File: src/rtl/acc_seq_alu.sv
// Accumulator ALU behind the operand select mux.
// LOAD/ADD/SUB finish in one cycle; MUL is an unsigned shift-add over WIDTH cycles.
module acc_seq_alu #(
    parameter int WIDTH = 16,
    parameter int CNT_W = 5
) (
    input  logic             clk,
    input  logic             rst,
    input  logic             in_valid,
    output logic             in_ready,
    input  logic [WIDTH-1:0] in_data,
    input  logic [1:0]       op,
    output logic             out_valid,
    output logic [WIDTH-1:0] out_data,
    output logic             ovf
);

    localparam logic [1:0] OP_LOAD = 2'd0;
    localparam logic [1:0] OP_ADD  = 2'd1;
    localparam logic [1:0] OP_SUB  = 2'd2;
    localparam logic [1:0] OP_MUL  = 2'd3;

    typedef enum logic {
        IDLE,
        MUL
    } state_t;

    state_t             state, state_nxt;
    logic [WIDTH-1:0]   acc, acc_nxt;
    logic               ovf_q, ovf_nxt;
    logic               vld_q, vld_nxt;
    logic               rdy_q, rdy_nxt;
    logic [2*WIDTH-1:0] mcand, mcand_nxt;
    logic [2*WIDTH-1:0] prod, prod_nxt;
    logic [WIDTH-1:0]   mplier, mplier_nxt;
    logic [CNT_W-1:0]   cnt, cnt_nxt;

    logic [WIDTH-1:0]   sum;
    logic [WIDTH-1:0]   diff;
    logic [2*WIDTH-1:0] prod_step;

    assign sum       = acc + in_data;
    assign diff      = acc - in_data;
    assign prod_step = prod + (mplier[0] ? mcand : '0);

    always_comb begin
        state_nxt  = state;
        acc_nxt    = acc;
        ovf_nxt    = ovf_q;
        vld_nxt    = 1'b0;
        mcand_nxt  = mcand;
        prod_nxt   = prod;
        mplier_nxt = mplier;
        cnt_nxt    = cnt;
        unique case (state)
            IDLE: begin
                if (in_valid) begin
                    unique case (op)
                        OP_LOAD: begin
                            acc_nxt = in_data;
                            ovf_nxt = 1'b0;
                            vld_nxt = 1'b1;
                        end
                        OP_ADD: begin
                            acc_nxt = sum;
                            ovf_nxt = (acc[WIDTH-1] == in_data[WIDTH-1]) &&
                                      (sum[WIDTH-1] != acc[WIDTH-1]);
                            vld_nxt = 1'b1;
                        end
                        OP_SUB: begin
                            acc_nxt = diff;
                            ovf_nxt = (acc[WIDTH-1] != in_data[WIDTH-1]) &&
                                      (diff[WIDTH-1] != acc[WIDTH-1]);
                            vld_nxt = 1'b1;
                        end
                        OP_MUL: begin
                            mcand_nxt  = {{WIDTH{1'b0}}, acc};
                            mplier_nxt = in_data;
                            prod_nxt   = '0;
                            cnt_nxt    = '0;
                            state_nxt  = MUL;
                        end
                    endcase
                end
            end
            MUL: begin
                prod_nxt   = prod_step;
                mcand_nxt  = mcand << 1;
                mplier_nxt = mplier >> 1;
                cnt_nxt    = cnt + 1'b1;
                // The last iteration commits straight from the adder output.
                if (cnt == CNT_W'(WIDTH - 1)) begin
                    acc_nxt   = prod_step[WIDTH-1:0];
                    ovf_nxt   = |prod_step[2*WIDTH-1:WIDTH];
                    vld_nxt   = 1'b1;
                    state_nxt = IDLE;
                end
            end
        endcase
        rdy_nxt = (state_nxt == IDLE);
    end

    always_ff @(posedge clk) begin
        if (rst) begin
            state  <= IDLE;
            acc    <= '0;
            ovf_q  <= 1'b0;
            vld_q  <= 1'b0;
            rdy_q  <= 1'b1;
            mcand  <= '0;
            prod   <= '0;
            mplier <= '0;
            cnt    <= '0;
        end else begin
            state  <= state_nxt;
            acc    <= acc_nxt;
            ovf_q  <= ovf_nxt;
            vld_q  <= vld_nxt;
            rdy_q  <= rdy_nxt;
            mcand  <= mcand_nxt;
            prod   <= prod_nxt;
            mplier <= mplier_nxt;
            cnt    <= cnt_nxt;
        end
    end

    assign in_ready  = rdy_q;
    assign out_valid = vld_q;
    assign out_data  = acc;
    assign ovf       = ovf_q;

endmodule
File: config.mk
export PLATFORM = sky130hd
export DESIGN_NAME = acc_seq_alu
export DESIGN_NICKNAME = d
export VERILOG_FILES = /design/src/rtl/acc_seq_alu.sv
export SDC_FILE = /design/constraint.sdc
export NUM_CORES = 1
export LEC_CHECK = 0
export ABC_AREA = 1
export BUFFER_PORTS_ARGS = -buffer_cell sky130_fd_sc_hd__buf_2
export CAP_MARGIN = 5
export CORE_MARGIN = 3
export CORE_UTILIZATION = 45
export DETAILED_ROUTE_END_ITERATION = 8
export PLACE_DENSITY = 0.7
export SLEW_MARGIN = 5
export SYNTH_ARGS = -nofsm -noshare
export SYNTH_HDL_FRONTEND = slang
export SYNTH_SLANG_ARGS = --single-unit
export TNS_END_PERCENT = 50
File: constraint.sdc
create_clock -name clk -period 3.7 [get_ports clk]
set_input_delay 0.555 -clock clk [delete_from_list [all_inputs] [get_ports clk]]
set_output_delay 0.555 -clock clk [all_outputs]
set_load 0.03 [all_outputs]
==> results by group <==
Setup path
  • Data arrival, critical path: 3.16 ns
  • CP Launch Type: flop
  • Slowest CP cell: dfxtp_1
  • CP max FO: 25
  • Bufs and invs on worst path: 4
  • Crit-path cells: buf_4 -> nand2_1 -> inv_1 -> ha_1 -> nand2_1 -> inv_1 -> nand2_1 -> nand2_1 -> inv_1 -> nand3_1 -> nand2_1 -> nand3_1 -> nand2_1 -> nand2_1 -> nor2_1 -> nand2_1 -> nor2_1 -> nand2_1 -> nand2_1 -> a21oi_2
  • Critical path class: flop to flop
  • Critical path's top delay family: simple AND/OR/NAND/NOR gates
  • Critical path's most frequent cell: nand2_1
  • Worst Setup End Kind: flop
  • Largest stage delay on the critical path: 0.47 ns
  • Worst EP required: 3.95 ns

Timing
  • Max Clock Freq: 343 MHz
  • Sum of negative setup slack: 0 ns
  • Max-slew violation count: 0
  • Worst rel slew slack: 38.6%
  • Layout Skew: 0.0180 ns
  • Final hold violation count: 0
  • Hold slack: 0.471 ns
  • RSZ-0062 raised after global routing: no
  • Final critical-path required period: 2.91 ns
  • Final setup vio count: 0
  • Worst-Margin Slew: 0.918 ns
  • Final Cycle Share: 78.7%

Logic synthesis
  • Post-synth EDFFs: 0
  • Warnings, synthesis: 0
  • Sequential fraction of the synthesis area: 24.4%
  • Cell variety after synth: 48
  • Mapped Nets: 1548
  • Seq cells post-synth: 105
  • Synth Flop Type: dfxtp_1
  • Mapped Area: 0.00860 mm2
  • Post-synth ARST share: 0%
  • Syn Area/Cell: 5.90 um2
  • Mapped Cells: 1457

Floorplanning
  • Initial Util: 46.8%
  • Die height: 144 um
  • Total Die Area: 0.0208 mm2
  • IO Count: 40
  • Die width: 144 um
  • Core Rows: 49
  • Core area: 0.0184 mm2

CTS
  • Root buf cell: clkbuf_16
  • Hold-fix buffers, CTS: 0
  • Htree depth: 3
  • TritonCTS buffer count: 9
  • Clock transition at path regs: 0.08 ns
  • Max clock buf depth: 2
  • CTS tree: built
  • Post-cts resize count: 0
  • # clock sinks: 105
  • Clock Latency Late Sink: 0.36 ns
  • Setup Buffers After CTS: 0

Placed design
  • Post-DP Area: 0.00894 mm2
  • Placer Congestion: 0.929
  • Half-perimeter wire length after placement: 20200 um
  • PortBufs: 39

Detailed routing
  • Vias after detailed routing: 9036
  • # DRC: 0
  • Drt first pass iters: 5
  • Post-Route WL: 25700 um
  • Post-DR wirelength/cell: 15.1 um
  • 1st-iter DRT viols: 777
  • Routed Antenna Nets: 0
  • DR vias/cell: 5.33

Outcome
  • Status: complete, no violations

Pwr
  • Pwr/cell area: 312 mW/mm2
  • Power Total: 2.89 mW
  • Leak: 4.84 nW
  • Peak VDD IR: 263 uV

Global routing
  • Vias in the first global route: 8333
  • Global-route wire length before repair: 41900 um
  • Total grt overflow: 0
  • Initial antenna violation count: 0
  • Pin count of the biggest net entering global routing: 60
  • Gr usage total: 25.0%

Layout
  • Design Area, Final: 0.00927 mm2
  • Fin nets: 1552
  • Area growth, synth to finish: 7.76%
  • N_diodes: 0
  • Filler Cells Inserted: 1946
  • Layout cell share with drive strength beyond 1: 6.68%

Flow run
  • Max cap viols: 0

Min path
  • Worst min-delay path category: flop to flop
## path summary, 6_finish.rpt
check	from	endpoint	slack, ns	depth (start not counted)
max	mplier[0]	ovf	0.79	20
min	mplier[15]	mplier[15]	0.47	2
max reg2reg	mplier[0]	ovf	0.79	20
min reg2reg	mplier[15]	mplier[15]	0.47	2
## per-stage QoR
| step | worst slack (ns) | utilization (%) | cells |
|---|---|---|---|
| global route | 0.522 | 50.4 | 1695 |
| global placement | 0.765 | 48.6 | 1679 |
| detailed placement | 0.790 | 48.6 | 1679 |
| floorplan | 1.25 | - | 1457 |
| finish | 0.788 | 50.4 | 1695 |
| CTS | 0.777 | 50.4 | 1695 |
## layer usage
layer / GRT usage [%] / vias up / routed length [um]
li1: - / 4654 / -
met1: 35.4 / 4113 / 12400
met2: 40.5 / 236 / 11500
met3: 3.04 / 33 / 1320
met4: 6.28 / 0 / 483
met5: 0 / - / 0
## cell usage in the layout, fill, tap and decap left out, drive strengths merged, types with 2 or more instances in the layout
master,instances
nor4,2
nand3b,4
a21o,4
o211ai,5
o21ai,75
inv,222
nand2,490
clkbuf,9
nand3,90
xor2,6
fa,3
a21boi,2
or2,8
dfxtp,105
nor3,5
o21bai,4
a22oi,8
nor2,111
a211oi,2
clkinv,8
and2,3
o22ai,6
buf,47
a21oi,146
ha,67
nand4,11
a31oi,16
## area by class of cell
class	instances	area [um2]	share of cell area, %
sequential	105	2110	22.7
clock buffer	9	225	2.43
inverter	224	841	9.07
tap	229	287	3.09
clock inverter	7	105	1.13
timing repair buffer	47	268	2.89
multi-input combinational	1074	5440	58.7
## where the power goes
part / total, mW / internal, mW / switching (mW)
clock network: 1.06 / 0.553 / 0.503
logic: 0.617 / 0.188 / 0.429
registers: 1.22 / 1.16 / 0.0535
## Yosys cell counts (2+ instances only)
master    count  share of area, %
o21ai_0      69               4.0
fa_1          3              0.70
inv_1       217               9.5
nor2_1      102               4.5
o21ai_1       5              0.29
o21bai_1      4              0.35
nand3b_1      4              0.35
nand3_2       2              0.23
inv_2         2             0.087
o22ai_1       6              0.44
or2_1         3              0.22
nor4_1        2              0.15
a31oi_1      16               1.2
buf_4         4              0.35
nor3_1        5              0.29
nand2_1     479                21
or2_2         4              0.29
a21oi_1     143               8.3
clkbuf_1     37               1.6
a21o_1        4              0.35
buf_1         4              0.17
and2_1        2              0.15
clkinv_1      5              0.22
nand4_1      11              0.80
nand2_2      11              0.80
a211oi_1      2              0.17
nor2_2        8              0.58
o211ai_1      5              0.44
a22oi_1       8              0.70
a21oi_2       3              0.31
xor2_1        6              0.61
nand3_1      88               5.1
ha_1         67               9.7
dfxtp_1     105                24
buf_2         8              0.47
## sequential cells by signal, indices dropped and copies added, names as in the netlist
signal     count
mcand         32
prod          32
mplier        16
out_data      16
cnt            5
in_ready       1
out_valid      1
ovf            1
state          1
## worst reg2reg max path: stages (launching register included)
cell     delay (ns)
dfxtp_1        0.47
buf_4          0.36
nand2_1        0.09
inv_1          0.07
ha_1           0.28
nand2_1        0.16
inv_1          0.05
nand2_1        0.06
nand2_1        0.08
inv_1          0.07
nand3_1        0.18
nand2_1        0.20
nand3_1        0.09
nand2_1        0.06
nand2_1        0.06
nor2_1         0.18
nand2_1        0.10
nor2_1         0.10
nand2_1        0.05
nand2_1        0.07
a21oi_2        0.06
## cell families after synthesis
| kind of cell | after synthesis | synth area share (%) |
|---|---|---|
| AO/OA/AOI/OAI | 274 | 17.4 |
| XOR/XNOR | 6 | 0.611 |
| adder cells (fa/ha/maj) | 70 | 10.4 |
| buffers and inverters | 278 | 12.4 |
| flip-flops | 105 | 24.4 |
| AND/OR/NAND/NOR | 724 | 34.6 |
Note: power is estimated with default switching activity, not from simulation.
